<file path="src/rtl/ddr3_vpi_wr_arbiter.sv">
// Write-side arbiter: per-channel burst requests share one DDR write master; addresses are {channel, frame, offset}.
// One burst in flight at a time; o_ddr_req holds until i_ddr_ack; a watchdog aborts stalled bursts.
module ddr3_vpi_wr_arbiter #(
    parameter int CHN_BITS    = 2,
    parameter int FRM_BITS    = 2,
    parameter int ADDR_WIDTH  = 27,
    parameter int LEN_WIDTH   = 12,
    parameter int TIMEOUT_CYC = 4095
) (
    input  logic                               i_ddr_clk,
    input  logic                               i_rst_n,
    input  logic                               i_soft_rst,
    input  logic [(2**CHN_BITS)-1:0]           i_chn_req,
    input  logic [(2**CHN_BITS)-1:0]           i_chn_vs,
    input  logic [(2**CHN_BITS)*LEN_WIDTH-1:0] i_chn_len,
    input  logic                               i_arb_mode,
    input  logic                               i_ddr_ack,
    input  logic                               i_ddr_wr_done,
    output logic                               o_ddr_req,
    output logic [ADDR_WIDTH-1:0]              o_ddr_start_addr,
    output logic [LEN_WIDTH-1:0]               o_ddr_data_length,
    output logic [(2**CHN_BITS)-1:0]           o_chn_grant,
    output logic [(2**CHN_BITS)*FRM_BITS-1:0]  o_chn_frame,
    output logic [(2**CHN_BITS)-1:0]           o_req_lose,
    output logic                               o_timeout
);
    localparam int CHN_NUM   = 2**CHN_BITS;
    localparam int OFS_WIDTH = ADDR_WIDTH - CHN_BITS - FRM_BITS;
    localparam int WD_W      = $clog2(TIMEOUT_CYC + 1);

    typedef enum logic [1:0] {S_IDLE, S_ARB, S_REQ, S_WAIT} state_t;

    state_t                r_state;
    state_t                w_state_nxt;
    logic [CHN_NUM-1:0]    r_pend;
    logic [CHN_NUM-1:0]    r_defer;
    logic [FRM_BITS-1:0]   r_frame [CHN_NUM];
    logic [OFS_WIDTH-1:0]  r_ofs   [CHN_NUM];
    logic [CHN_BITS-1:0]   r_last;
    logic [WD_W-1:0]       r_wdog;
    logic                  r_ddr_req;
    logic [ADDR_WIDTH-1:0] r_addr;
    logic [LEN_WIDTH-1:0]  r_len;
    logic [CHN_NUM-1:0]    r_grant;
    logic [CHN_NUM-1:0]    r_lose;
    logic                  r_tmo;

    logic [LEN_WIDTH-1:0]  w_len [CHN_NUM];
    logic [CHN_BITS-1:0]   w_win;
    logic [CHN_BITS-1:0]   w_idx;
    logic                  w_found;
    logic                  w_in_srv;
    logic                  w_grant;
    logic                  w_ack;
    logic                  w_done;
    logic                  w_tmo;
    logic                  w_finish;

    always_comb begin
        o_chn_frame = '0;
        for (int k = 0; k < CHN_NUM; k++) begin
            w_len[k] = i_chn_len[k*LEN_WIDTH +: LEN_WIDTH];
            o_chn_frame[k*FRM_BITS +: FRM_BITS] = r_frame[k];
        end
    end

    // Loops run from farthest to nearest candidate so the nearest pending one is written last and wins.
    always_comb begin
        w_found = 1'b0;
        w_win   = '0;
        w_idx   = '0;
        if (i_arb_mode) begin
            for (int i = CHN_NUM - 1; i >= 0; i--) begin
                if (r_pend[i]) begin
                    w_found = 1'b1;
                    w_win   = CHN_BITS'(i);
                end
            end
        end else begin
            for (int i = CHN_NUM; i >= 1; i--) begin
                w_idx = r_last + CHN_BITS'(i);
                if (r_pend[w_idx]) begin
                    w_found = 1'b1;
                    w_win   = w_idx;
                end
            end
        end
    end

    assign w_in_srv = (r_state == S_REQ) || (r_state == S_WAIT);
    assign w_grant  = (r_state == S_ARB) && w_found;
    assign w_ack    = (r_state == S_REQ) && r_ddr_req && i_ddr_ack;
    assign w_done   = (r_state == S_WAIT) && i_ddr_wr_done;
    assign w_tmo    = w_in_srv && !w_done && (r_wdog == WD_W'(TIMEOUT_CYC - 1));
    assign w_finish = w_done || w_tmo;

    always_comb begin
        w_state_nxt = r_state;
        case (r_state)
            S_IDLE: if (|r_pend) w_state_nxt = S_ARB;
            S_ARB:  w_state_nxt = w_found ? S_REQ : S_IDLE;
            S_REQ: begin
                if (w_tmo)      w_state_nxt = S_IDLE;
                else if (w_ack) w_state_nxt = S_WAIT;
            end
            S_WAIT: if (w_finish) w_state_nxt = S_IDLE;
            default: w_state_nxt = S_IDLE;
        endcase
    end

    always_ff @(posedge i_ddr_clk or negedge i_rst_n) begin
        if (!i_rst_n)        r_state <= S_IDLE;
        else if (i_soft_rst) r_state <= S_IDLE;
        else                 r_state <= w_state_nxt;
    end

    always_ff @(posedge i_ddr_clk or negedge i_rst_n) begin
        if (!i_rst_n) begin
            r_pend <= '0; r_defer <= '0; r_last <= CHN_BITS'(CHN_NUM - 1); r_wdog <= '0;
            r_ddr_req <= 1'b0; r_addr <= '0; r_len <= '0; r_grant <= '0; r_lose <= '0; r_tmo <= 1'b0;
            for (int k = 0; k < CHN_NUM; k++) begin
                r_frame[k] <= '0;
                r_ofs[k]   <= '0;
            end
        end else if (i_soft_rst) begin
            r_pend <= '0; r_defer <= '0; r_last <= CHN_BITS'(CHN_NUM - 1); r_wdog <= '0;
            r_ddr_req <= 1'b0; r_addr <= '0; r_len <= '0; r_grant <= '0; r_lose <= '0; r_tmo <= 1'b0;
            for (int k = 0; k < CHN_NUM; k++) begin
                r_frame[k] <= '0;
                r_ofs[k]   <= '0;
            end
        end else begin
            r_lose    <= '0;
            r_tmo     <= w_tmo;
            r_wdog    <= w_in_srv ? r_wdog + WD_W'(1) : '0;
            r_ddr_req <= (r_state == S_REQ) && !w_ack && !w_tmo;
            for (int k = 0; k < CHN_NUM; k++) begin
                // A request landing on the grant edge re-arms pending instead of being reported lost.
                if (i_chn_req[k]) begin
                    r_pend[k] <= 1'b1;
                    if (r_pend[k] && !(w_grant && (w_win == CHN_BITS'(k))))
                        r_lose[k] <= 1'b1;
                end else if (w_grant && (w_win == CHN_BITS'(k))) begin
                    r_pend[k] <= 1'b0;
                end
                if (i_chn_vs[k]) begin
                    if (r_grant[k]) begin
                        r_defer[k] <= 1'b1;
                    end else begin
                        r_frame[k] <= r_frame[k] + FRM_BITS'(1);
                        r_ofs[k]   <= '0;
                    end
                end
            end
            if (w_grant) begin
                r_grant <= CHN_NUM'(1) << w_win;
                r_addr  <= {w_win, r_frame[w_win], r_ofs[w_win]};
                r_len   <= w_len[w_win];
                r_last  <= w_win;
            end
            if (w_finish) begin
                r_grant <= '0;
                r_wdog  <= '0;
                if (r_defer[r_last] || i_chn_vs[r_last]) begin
                    r_frame[r_last] <= r_frame[r_last] + FRM_BITS'(1);
                    r_ofs[r_last]   <= '0;
                    r_defer[r_last] <= 1'b0;
                end else if (w_done) begin
                    r_ofs[r_last] <= r_ofs[r_last] + OFS_WIDTH'(r_len);
                end
            end
        end
    end

    assign o_ddr_req         = r_ddr_req;
    assign o_ddr_start_addr  = r_addr;
    assign o_ddr_data_length = r_len;
    assign o_chn_grant       = r_grant;
    assign o_req_lose        = r_lose;
    assign o_timeout         = r_tmo;

endmodule

</file>
<file path="config.mk">
export PLATFORM = sky130hd
export DESIGN_NAME = ddr3_vpi_wr_arbiter
export DESIGN_NICKNAME = d
export VERILOG_FILES = /design/src/rtl/ddr3_vpi_wr_arbiter.sv
export SDC_FILE = /design/constraint.sdc
export NUM_CORES = 1
export LEC_CHECK = 0
export ABC_CLOCK_PERIOD_IN_PS = 3700
export BUFFER_PORTS_ARGS = -buffer_cell sky130_fd_sc_hd__buf_2
export CORE_MARGIN = 4
export CORE_UTILIZATION = 45
export CTS_CLUSTER_DIAMETER = 150
export DETAILED_ROUTE_END_ITERATION = 10
export PLACE_DENSITY = 0.78
export SYNTH_ARGS = -nofsm -noshare
export SYNTH_HDL_FRONTEND = slang
export SYNTH_SLANG_ARGS = --single-unit
</file>
<file path="constraint.sdc">
create_clock -name i_ddr_clk -period 3.7 [get_ports i_ddr_clk]
set_clock_uncertainty 0.15 [all_clocks]
set_input_delay 0 -clock i_ddr_clk [delete_from_list [all_inputs] [get_ports i_ddr_clk]]
set_output_delay 0 -clock i_ddr_clk [all_outputs]
set_load 0.005 [all_outputs]
</file>
# Word-level counts from Yosys, hierarchy flattened
# Index checks and enable logic that the tools add are counted.
word_totals:
  regBits: 173
  word_cells: 233
  out_inout_bits: 57
op_classes:
  n_addsub: 10
  n_lt_le_gt_ge: 8
  mux: 138
  shift: 1
  n_reduce_logical: 38
  bitwise_logic: 6
  n_eq_ne: 10
ops:
  columns: ["operator", "count"]
  rows:
  - ["two-way mux 23 bit", 17]
  - ["two-way mux 92 bit", 4]
  - ["AND 92 bit", 1]
  - ["binary-select mux 23 bit (select 2 bit)", 2]
  - ["bitwise mux 92 bit", 1]
  - ["inverter 92 bit", 1]
  - ["two-way mux 12 bit", 7]
  - ["two-way mux 2 bit", 34]
  - ["two-way mux 27 bit", 2]
  - ["demux 23 bit (select 2 bit)", 1]
  - ["two-way mux 1 bit", 46]
  - ["two-way mux 4 bit", 8]
  - ["binary-select mux 12 bit (select 2 bit)", 1]
  - ["two-way mux 8 bit", 3]
  - ["adder 23 x 12 -> 23 bit", 1]
  - ["logical AND 1 bit", 18]
  - ["nonzero test 3 bit", 5]
  - ["adder 12 x 1 -> 12 bit, second input constant", 1]
  - ["adder 2 x 1 -> 2 bit, second input constant", 6]
  - ["binary-select mux 1 bit (select 2 bit)", 6]
  - ["== test 12 bit, second input constant", 1]
  - ["< comparator 2 x 3 -> 1 bit, second input constant", 4]
  - ["binary-select mux 2 bit (select 2 bit)", 2]
  - ["bitwise mux 8 bit", 1]
  - ["other kinds (21)", 38]

# Longest topological paths before layout
# Gate-level depths: netlist of the first run.
logic_depth:
  depth_word: 14
  mapped_depth: 13

# Worst setup path after synthesis of the first run
# OpenSTA, ideal clock, no wires.
synth_path:
  kind: "register to register"
  startpoint: "register r_last[0]"
  endpoint: "register r_ofs[68] in the netlist's numbering"
  t_required_ps: 3429
  setup_ps: 121
  stages_incl_launch_ff: 14
  arrival_ps: 3513
  path_slack_ps: -84
  n_path_buf: 5
  period_less_slack_ps: 3784
  path_cell_list: "dfstp_2 buf_6 buf_12 buf_6 buf_2 mux4_2 ha_1 buf_2 a21oi_1 o21ai_0 a31oi_1 a2111oi_4 xor2_2 a22o_1"
synth_between:
  elab_chain_len: 10
  elab_cells_between_ends: 22
synth_lines:
  columns: ["item", "line_no", "text"]
  rows:
  - ["from (decl)", "39", "logic [CHN_BITS-1:0] r_last;"]
  - ["from (signal assigned)", "159", "r_last <= w_win;"]
  - ["inverter 2 -> 3 bit (not written as such)", "166, 169", null]
  - ["binary-select mux 23 bit (select 2 bit), or another cell as far along", "169", "r_ofs[r_last] <= r_ofs[r_last] + OFS_WIDTH'(r_len);"]
  - ["two-way mux 23 bit (not written as such) / logical AND 1 bit (equally long branches)", "169, 166", null]
  - ["two-way mux 23 bit, on equally long branches", "169, 166", null]
  - ["adder 23 x 12 -> 23 bit / demux 23 bit (select 2 bit) (equally long branches)", "169, 166", null]
  - ["bitwise mux 92 bit / inverter 92 bit (equally long branches)", null, null]
  - ["two-way mux 92 bit / AND 92 bit (equally long branches)", null, null]
  - ["two-way mux 92 bit (*)", "164", "if (r_defer[r_last] || i_chn_vs[r_last]) begin"]
  - ["two-way mux 92 bit (*)", "161", "if (w_finish) begin"]
  - ["two-way mux 92 bit (*)", "125", "end else if (i_soft_rst) begin"]
  - ["to (signal, indexed assignment)", "169", null]
  - ["to (decl)", "38", "logic [OFS_WIDTH-1:0] r_ofs [CHN_NUM];"]
# Mark *: on every way between the ends. The rest lies on a longest branch, timed or not. The select of a mux whose other input is x is not followed.
# A chain may end at the register's enable or synchronous reset.

# Worst setup path after layout of the first run
# Same ends and word-level chain as after synthesis.

==> results.sh, run 1 <==
export IMPL_antenna_found_initial=0
export IMPL_dp_hpwl_mm=20.42
export IMPL_vias=9341
export IMPL_min_period_over_period_pct=96.69
export IMPL_relSlewSlack_pct=37.82
export IMPL_avgSynthCellArea_um2=9.959
export IMPL_dpl_cell_area_mm2=0.01098
export IMPL_worst_pin_slew_ps=932.8
export IMPL_synth_fa_ha_area_share_pct=2.421
export IMPL_final_common_cell="dfrtp_1"
export IMPL_critical_path_class="flop to flop"
export IMPL_die_w_um=158.0
export IMPL_synth_simple_gate_area_share_pct=14.91
export IMPL_drt_pass1_iter_count=6
export IMPL_dr_first_iter_drc_count=1262
export IMPL_synth_ff_type="dfrtp_1"
export IMPL_powerDensity_mw_per_mm2=417.1
export IMPL_dieArea_mm2=0.02497
export IMPL_via_per_inst=6.398
export IMPL_timing_fmax_mhz=279.5
export IMPL_multiInputGateArea_mm2=0.005420
export IMPL_cts_buffer_depth=2
export IMPL_wl_met3_mm=3.713
export IMPL_synth_distinct_cells=73
export IMPL_r2r_cells=9
export IMPL_die_h_um=158.0
export IMPL_required_ps=3880
export IMPL_top_layer_used="met4"
export IMPL_ir_worst_vdd_mv=0.3130
export IMPL_synth_top_family_by_area="compound AO/OA/AOI/OAI gates"
export IMPL_r2r_start="r_last[0]"
export IMPL_gr_usage_all_layers_pct=25.53
export IMPL_cts_setup_buffers=0
export IMPL_synth_compound_area_share_pct=21.67
export IMPL_drc=0
export IMPL_io_pins=119
export IMPL_nets=1248
export IMPL_design_area_mm2=0.01226
export IMPL_ys_async_sr_fraction_pct=100.0
export IMPL_port_buffers=118
export IMPL_synth_seq_cells=173
export IMPL_ant_nets=0
export IMPL_final_cell_mix="dfrtp_1 (171), buf_2 (117), nand2_1 (114)"
export IMPL_rr_endpoint="r_ofs[68]"
export IMPL_finalWeightedCongestion=0.9275
export IMPL_power_leakage_nw=5.547
export IMPL_status="complete, no violations"
export IMPL_end_kind="flop"
export IMPL_final_max_slew_viol_count=0
export IMPL_post_place_ws_ps=90.90
export IMPL_htreeDepth=4
export IMPL_grt_overflow_total=0
export IMPL_antenna_cells=0
export IMPL_root_buffer="clkbuf_16"
export IMPL_synth_edf_count=0
export IMPL_final_util_pct=55.85
export IMPL_hold_class="input port to async pin"
export IMPL_cp_startpoint="r_last[0]"
export IMPL_setup_violations=0
export IMPL_max_cap_viol_count=0
export IMPL_area_delta_synth_final_pct=21.09
export IMPL_synth_warnings=0
export IMPL_register_area_mm2=0.004335
export IMPL_grt_pass1_wl_mm=50.14
export IMPL_rows=54
export IMPL_core_region_area_mm2=0.02196
export IMPL_hold_viol=0
export IMPL_grt_pass1_vias=9275
export IMPL_clkTransAtPathRegs_ps=80
export IMPL_routedWlPerCell_um=21.87
export IMPL_synth_nets=1098
export IMPL_synth_mux_area_share_pct=10.64
export IMPL_fill_cells=1803
export IMPL_wl_met2_mm=14.55
export IMPL_wl_met1_mm=13.03
export IMPL_rrSetupSlack_ps=120
export IMPL_start_kind="flop"
export IMPL_drive_gt1_share_pct=23.31
export IMPL_syn_cell_area_mm2=0.01013
export IMPL_syn_inst=1017
export IMPL_synth_xor_area_share_pct=3.187
export IMPL_yosysSeqAreaShare_pct=42.77
export IMPL_grt_max_degree=98
export IMPL_min_period_ps=3578
export IMPL_cts_tree="built"
export IMPL_clk_latency_ps=450
export IMPL_whs_ps=84.84
export IMPL_cp_arrival_ps=3760
export IMPL_wirelength_mm=31.94
export IMPL_cp_max_fo=10
export IMPL_numCtsBuffers=17
export IMPL_clock_sinks=173
export IMPL_fin_ws_ps=122.3
export IMPL_initial_utilization_pct=46.13
-- final cells by class --
class                   instances  share of cell area [%]
clock buffers                  17                   3.469
clock inverters                15                   1.622
flip-flops and latches        173                   35.35
repair buffers                207                   12.05
inverters                      15                  0.4591
multi-input cells             753                   44.19
well taps                     280                   2.857
-- power breakdown --
group | leakage [nW] | switching [W] | internal, W | total, W
Sequential | 2.38 | 0.000108 | 0.00197 | 0.00208
Clock | 0.306 | 0.000855 | 0.00109 | 0.00194
Combinational | 2.86 | 0.000656 | 0.000438 | 0.00109
Total | 5.55 | 0.00162 | 0.00350 | 0.00512
-- worst max-delay path by stage --
stage,cells past startpoint,end,slack [ps]
final,9,r_ofs[68],120
after global routing,8,r_ofs[14],-30
after CTS,9,r_ofs[66],80
after detailed placement,9,r_ofs[68],90
after global placement,9,r_ofs[68],210
after floorplan,13,r_ofs[68],80
-- cell families after synthesis --
| group | after synthesis |
|---|---|
| and+or+nand+nor | 309 |
| DFF | 173 |
| muxes | 69 |
| xor gates and xnor gates | 36 |
| buffers and inverters | 91 |
| adders and majority gates | 19 |
| AOI/OAI and AO/OA | 320 |
-- state kept, by name, indices dropped and copies added (netlist names) --
register	cells
o_ddr_data_length	12
r_pend	4
o_chn_frame	8
r_wdog	12
r_last	2
o_req_lose	4
o_chn_grant	4
r_defer	4
o_ddr_req	1
r_state	2
r_ofs	92
o_ddr_start_addr	27
o_timeout	1
-- cells in the mapped netlist (all sizes together), types with 5 or more instances --
| cell | number | area [um2] |
|---|---|---|
| and2 | 7 | 51.30 |
| o22ai | 19 | 118.9 |
| dfrtp | 171 | 4279 |
| clkbuf | 37 | 140.1 |
| a211o | 5 | 43.79 |
| nand4 | 6 | 52.55 |
| o211ai | 7 | 57.55 |
| a221oi | 16 | 140.1 |
| nand2b | 10 | 62.56 |
| o31ai | 22 | 178.9 |
| a22o | 24 | 210.2 |
| o21a | 5 | 37.54 |
| xor2 | 17 | 156.4 |
| nand2 | 116 | 437.9 |
| a31oi | 20 | 125.1 |
| nand3b | 18 | 135.1 |
| mux2 | 40 | 450.4 |
| or4 | 5 | 41.29 |
| nor2 | 55 | 206.5 |
| nor2b | 11 | 68.82 |
| buf | 39 | 250.2 |
| mux4 | 26 | 596.8 |
| inv | 15 | 56.30 |
| ha | 18 | 225.2 |
| nor3 | 27 | 140.1 |
| a21o | 5 | 37.54 |
| o21bai | 5 | 37.54 |
| a21oi | 60 | 307.8 |
| xnor2 | 19 | 166.4 |
| and3 | 12 | 75.07 |
| o21ai | 61 | 312.8 |
| a21boi | 19 | 142.6 |
| a211oi | 36 | 290.3 |
| nand3 | 33 | 165.2 |
-- metrics by stage --
step | TNS (ps) | std cells | total power [W]
after floorplan | 0 | 1017 | 0.002735
after global placement | 0 | 1368 | 0.003101
after detailed placement | 0 | 1368 | 0.003126
after CTS | 0 | 1460 | 0.005096
after global routing | -88.67 | 1460 | 0.005305
final | 0 | 1460 | 0.005116
-- routing by layer --
layer  up-vias  GRT usage [%]
li1       4097              -
met1      4603          34.58
met2       566          40.56
met3        75          6.260
met4         0          8.448
met5         -              0
-- what timing repair did --
action,in CTS,in global routing
gates resized for setup,0,9
hold buffers,60,0
endpoints found under the hold margin,124,0
setup endpoints to repair,0,33
-- critical path: stages (launching register included) --
cell	delay (ps)
dfstp_4	740
buf_12	170
mux4_2	500
ha_1	410
nand3_1	220
o31ai_2	300
a31oi_2	140
a2111oi_4	430
xor2_2	150
a22o_1	240
Power figures use the tool's default switching activity.
==> run 2, diff against run 1 <==
--- a/config.mk
+++ b/config.mk
@@ -7,11 +7,13 @@
 export LEC_CHECK = 0
 export ABC_CLOCK_PERIOD_IN_PS = 3700
 export BUFFER_PORTS_ARGS = -buffer_cell sky130_fd_sc_hd__buf_2
+export CELL_PAD_IN_SITES_DETAIL_PLACEMENT = 1
+export CELL_PAD_IN_SITES_GLOBAL_PLACEMENT = 2
 export CORE_MARGIN = 4
-export CORE_UTILIZATION = 45
+export CORE_UTILIZATION = 34
 export CTS_CLUSTER_DIAMETER = 150
 export DETAILED_ROUTE_END_ITERATION = 10
-export PLACE_DENSITY = 0.78
+export PLACE_DENSITY_LB_ADDON = 0.2
 export SYNTH_ARGS = -nofsm -noshare
 export SYNTH_HDL_FRONTEND = slang
 export SYNTH_SLANG_ARGS = --single-unit
==> run 2 against run 1 <==
Wire length rose by 16%. Via count decreased by 3.5%. Die area is 31% higher. Count of clock-buffer cells in the layout grew 1. Sequential power about the same. Total power barely moved. Largest power group unchanged.
==> results.sh, run 2 (synthesis gave the netlist of run 1 again) <==
export IMPL_status="complete, no violations"
export IMPL_largest_register="r_ofs"
export IMPL_powerDensity_mw_per_mm2=410.1
export IMPL_io_pins=119
export IMPL_p_total_w=0.005111
export IMPL_die_h_um=180.6
export IMPL_core_region_area_mm2=0.02901
export IMPL_crit_top_cell="buf_4"
export IMPL_finalWeightedCongestion=0.8349
export IMPL_vias=9012
export IMPL_clkTransAtPathRegs_ps=70
export IMPL_ir_worst_vdd_mv=0.2591
export IMPL_final_max_slew_viol_count=0
export IMPL_min_period_ps=3520
export IMPL_root_buffer="clkbuf_16"
export IMPL_post_place_ws_ps=66.74
export IMPL_fill_cells=3308
export IMPL_htreeDepth=4
export IMPL_wirelength_mm=37.12
export IMPL_final_cell_mix="dfrtp_1 (171), buf_2 (117), nand2_1 (114)"
export IMPL_timing_fmax_mhz=284.1
export IMPL_largest_reg_flops=92
export IMPL_drt_pass1_iter_count=5
export IMPL_clk_latency_ps=430
export IMPL_area_delta_synth_final_pct=23.06
export IMPL_routedWlPerCell_um=23.54
export IMPL_fin_ws_ps=179.7
export IMPL_grt_pass1_vias=9679
export IMPL_nets=1261
export IMPL_whs_ps=64.65
export IMPL_cp_arrival_ps=3740
export IMPL_ant_nets=0
export IMPL_setup_tns_final_ps=0
export IMPL_cts_tree="built"
export IMPL_cts_buffer_depth=2
export IMPL_path_cells="buf_4 -> mux4_2 -> ha_1 -> a21o_1 -> nand4_1 -> buf_4 -> a211oi_1 -> nor2_1 -> xnor2_1 -> a22o_1"
export IMPL_min_period_over_period_pct=95.14
export IMPL_hold_viol=0
export IMPL_drive_gt1_share_pct=24.06
export IMPL_grt_max_degree=88
export IMPL_dp_hpwl_mm=24.81
export IMPL_grt_overflow_total=0
export IMPL_power_leakage_nw=5.585
export IMPL_required_ps=3920
export IMPL_relSlewSlack_pct=28.43
export IMPL_numCtsBuffers=17
export IMPL_hold_class="input port to async pin"
export IMPL_antenna_found_initial=0
export IMPL_cp_slowest_cell="dfstp_2"
export IMPL_design_area_mm2=0.01246
export IMPL_cp_max_fo=6
export IMPL_port_buffers=118
export IMPL_initial_utilization_pct=34.91
export IMPL_clock_sinks=173
export IMPL_setup_violations=0
export IMPL_dpl_cell_area_mm2=0.01121
export IMPL_die_w_um=180.6
export IMPL_dr_first_iter_drc_count=677
export IMPL_grt_pass1_wl_mm=58.70
export IMPL_drc=0
export IMPL_final_common_cell="dfrtp_1"
export IMPL_rsz0062_at_grt="false"
export IMPL_slowest_delay_ps=650
export IMPL_gr_usage_all_layers_pct=22.75
export IMPL_critical_path_class="flop to flop"
export IMPL_worst_pin_slew_ps=1072
export IMPL_dieArea_mm2=0.03261
export IMPL_rows=62
export IMPL_via_per_inst=5.715
export IMPL_antenna_cells=0
export IMPL_max_cap_viol_count=0
export IMPL_end_kind="flop"
export IMPL_start_kind="flop"
-- run 2: cell types whose count changed in the layout (fill, tap and decap cells not counted), sizes merged --
cell | before | now
clkinv | 3 | 4
bufinv | 3 | 2
clkbuf | 17 | 18
clkinvlp | 1 | 2
buf | 147 | 160
inv | 23 | 21
-- run 2: layer usage --
metal	wire, um	GRT usage (%)	share of wire [%]
met5	0	0	0
met4	554	4.386	1.5
met3	1555	3.371	4.2
met2	17460	37.36	47
met1	17540	32.33	47
-- run 2: area by class of cell --
| class | instances | area (um2) | area share (%) |
|---|---|---|---|
| tap | 384 | 480.5 | 3.855 |
| clock buffer | 18 | 429.2 | 3.443 |
| clock inverter | 14 | 157.7 | 1.265 |
| timing repair buffer | 220 | 1575 | 12.64 |
| multi-input combinational | 753 | 5434 | 43.60 |
| inverter | 15 | 56.30 | 0.4517 |
| sequential | 173 | 4332 | 34.75 |
-- run 2: where the power goes --
part	internal (W)	switching [W]
Sequential	0.00197	0.000105
Combinational	0.000453	0.000721
Clock	0.00101	0.000851
-- run 2: path summary, 6_finish.rpt --
check	slack, ps	depth (start not counted)	end	from
min in group i_ddr_clk	200	4	o_req_lose[2]	i_chn_req[2]
max in group asynchronous	2380	3	r_ofs[79]	i_rst_n
worst max register to register	180	10	r_ofs[34]	r_last[0]
worst min-delay path	60	2	o_ddr_start_addr[14]	i_rst_n
worst max-delay path	180	10	r_ofs[34]	r_last[0]
worst min register to register	350	2	r_ofs[17]	r_ofs[17]
-- run 2: metrics by stage --
step                      cells  util, %
after CTS                  1575    42.73
after global placement     1483    38.64
final                      1577    42.96
after detailed placement   1483    38.64
after floorplan            1017        -
after global routing       1577    42.96
-- run 2: what timing repair did --
action | in CTS | in global routing
setup endpoints to repair | 0 | 41
endpoints found under the hold margin | 121 | 0
hold buffers | 60 | 0
setup buffers | 0 | 2
resized for setup | 0 | 10
-- run 2: critical path, delay by kind of cell (launching register included) --
family                   cells  cell delay, ps
AND/OR/NAND/NOR              2             340
XOR/XNOR                     1             380
buffers and inverters        2             360
flip-flops                   1             650
multiplexers                 1             530
adder cells (fa/ha/maj)      1             300
AO/OA/AOI/OAI                3             740
==> run 3, diff against run 2 <==
--- a/config.mk
+++ b/config.mk
@@ -7,7 +7,7 @@
 export LEC_CHECK = 0
 export ABC_CLOCK_PERIOD_IN_PS = 3700
 export BUFFER_PORTS_ARGS = -buffer_cell sky130_fd_sc_hd__buf_2
-export CELL_PAD_IN_SITES_DETAIL_PLACEMENT = 1
+export CELL_PAD_IN_SITES_DETAIL_PLACEMENT = 2
 export CELL_PAD_IN_SITES_GLOBAL_PLACEMENT = 2
 export CORE_MARGIN = 4
 export CORE_UTILIZATION = 34
==> run 3 against run 2 <==
Utilization is essentially flat. Total power shrank 0.24%. Sequential cell count is the same. Wire length grew 9.7%. Critical path depth shrank 2. Register-to-register slack lost 20 ps. Count of clock-buffer cells in the layout is the same. Die area is the same. Non-clock buffer count grew 1. Critical path type unchanged.
==> results.sh, run 3 (synthesis gave the netlist of run 1 again) <==
export IMPL_status="complete, no violations"
export IMPL_max_cap_viol_count=0
export IMPL_switching_power_w=0.001763
export IMPL_antenna_found_initial=0
export IMPL_end_kind="flop"
export IMPL_dr_first_iter_drc_count=483
export IMPL_pwr_share_comb_pct=23.7
export IMPL_setup_violations=0
export IMPL_antenna_cells=0
export IMPL_required_ps=3880
export IMPL_critical_path_class="flop to flop"
export IMPL_final_common_cell="dfrtp_1"
export IMPL_cp_max_fo=6
export IMPL_numCtsBuffers=17
export IMPL_p_int_w=0.003336
export IMPL_htreeDepth=4
export IMPL_wirelength_mm=40.73
export IMPL_register_area_mm2=0.004332
export IMPL_routedWlPerCell_um=25.82
export IMPL_ant_nets=0
export IMPL_cts_buffer_depth=2
export IMPL_hold_viol=0
export IMPL_cp_slowest_cell="dfstp_2"
export IMPL_hold_class="input port to async pin"
export IMPL_die_w_um=180.6
export IMPL_crit_family="compound AO/OA/AOI/OAI gates"
export IMPL_rows=62
export IMPL_initial_utilization_pct=34.91
export IMPL_final_cell_mix="dfrtp_1 (171), buf_2 (117), nand2_1 (114)"
export IMPL_drc=0
export IMPL_met3_usage_pct=3.512
export IMPL_clkTransAtPathRegs_ps=80
export IMPL_grt_overflow_total=0
export IMPL_io_pins=119
export IMPL_start_kind="flop"
export IMPL_vias=9279
export IMPL_final_max_slew_viol_count=0
export IMPL_grt_pass1_vias=10295
export IMPL_power_frac_clock_pct=35.5
export IMPL_timing_fmax_mhz=282.2
export IMPL_met1_usage_pct=33.67
export IMPL_power_leakage_nw=5.576
export IMPL_seq_power_share_pct=40.8
export IMPL_dp_hpwl_mm=26.63
export IMPL_core_region_area_mm2=0.02901
export IMPL_via_per_inst=5.884
export IMPL_port_buffers=118
export IMPL_die_h_um=180.6
export IMPL_dp_cells=1483
export IMPL_largest_reg_flops=92
export IMPL_final_cells=1577
export IMPL_swShare_pct=34.58
export IMPL_gr_usage_all_layers_pct=24.81
export IMPL_dpl_cell_area_mm2=0.01121
export IMPL_grt_busiest_layer="met2"
export IMPL_fill_cells=3118
export IMPL_final_util_pct=42.98
export IMPL_multiInputGateArea_mm2=0.005456
export IMPL_cp_arrival_ps=3730
export IMPL_finalWeightedCongestion=0.8349
export IMPL_path_cells="mux4_2 -> ha_1 -> a21oi_1 -> o21ai_0 -> nand3_2 -> a2111oi_4 -> xor2_2 -> a22o_1"
export IMPL_grtUsageMet2_pct=42.83
export IMPL_min_period_over_period_pct=95.79
export IMPL_powerDensity_mw_per_mm2=408.9
export IMPL_root_buffer="clkbuf_16"
export IMPL_nets=1262
export IMPL_largest_register="r_ofs"
export IMPL_grt_pass1_wl_mm=63.61
export IMPL_area_delta_synth_final_pct=23.13
export IMPL_setup_tns_final_ps=0
export IMPL_ir_worst_vdd_mv=0.2353
export IMPL_clk_latency_ps=450
export IMPL_dieArea_mm2=0.03261
export IMPL_slowest_delay_ps=650
export IMPL_min_period_ps=3544
export IMPL_design_area_mm2=0.01247
export IMPL_drt_pass1_iter_count=4
export IMPL_relSlewSlack_pct=30.25
export IMPL_worst_pin_slew_ps=1044
export IMPL_grt_max_degree=88
export IMPL_cp_num_buf_inv=0
export IMPL_cts_tree="built"
export IMPL_clock_sinks=173
export IMPL_drive_gt1_share_pct=24.56
export IMPL_whs_ps=58.21
## run 3: cell types whose count changed in the layout (fill, tap and decap cells not counted), moves of 2 or more
cell / delta
ha_1: -2
bufinv_16: -2
a211oi_1: -2
a211oi_2: +2
ha_2: +2
clkinv_2: -2
inv_8: +4
## run 3: layout make-up
type | instances | area share (%)
flip-flops and latches | 173 | 34.73
inverters | 15 | 0.4515
clock inverters | 13 | 0.9933
well taps | 384 | 3.853
repair buffers | 221 | 12.69
clock buffers | 18 | 3.522
multi-input cells | 753 | 43.75
## run 3: worst paths after layout
kind	from	to	slack, ps	cells after the start
worst max-delay path	r_last[0]	r_ofs[68]	160	8
worst min-delay path	i_rst_n	o_ddr_start_addr[14]	60	2
worst max register to register	r_last[0]	r_ofs[68]	160	8
worst min register to register	r_ofs[15]	r_ofs[15]	360	2
max in group asynchronous	i_rst_n	r_ofs[55]	2350	3
min in group i_ddr_clk	i_arb_mode	o_ddr_start_addr[25]	160	4
## run 3: repair_timing
item / CTS / global route
setup endpoints to repair: 0 / 47
buffers inserted: 0 / 3
endpoints found under the hold margin: 121 / 0
hold buffers: 60 / 0
gates resized for setup: 0 / 15
## run 3: stage by stage
step,setup WS [ps],total power [W]
after global routing,-54.18,0.005328
after floorplan,75.31,0.002735
after CTS,17.85,0.005109
final,155.9,0.005099
after detailed placement,45.72,0.003252
after global placement,168.4,0.003217
## run 3: power by group through the flow
stage	logic [W]	clock network (W)	registers, W
final	0.00121	0.00181	0.00208
after global routing	0.00131	0.00193	0.00209
after detailed placement	0.00114	0	0.00212
after global placement	0.00111	0	0.00211
after floorplan	0.000665	0	0.00207
after CTS	0.00119	0.00184	0.00208
## run 3: routing by layer
metal	vias up	wire length (um)	part of all wire [%]
met5	-	0	0
met1	4919	18560	46
met4	0	483	1.2
li1	4108	-	-
met2	222	20100	49
met3	30	1581	3.9
## run 3: worst reg2reg max path, stage by stage, from the launching register on
cell,delay [ps]
dfstp_2,650
mux4_2,560
ha_1,370
a21oi_1,110
o21ai_0,450
nand3_2,300
a2111oi_4,440
xor2_2,160
a22o_1,250
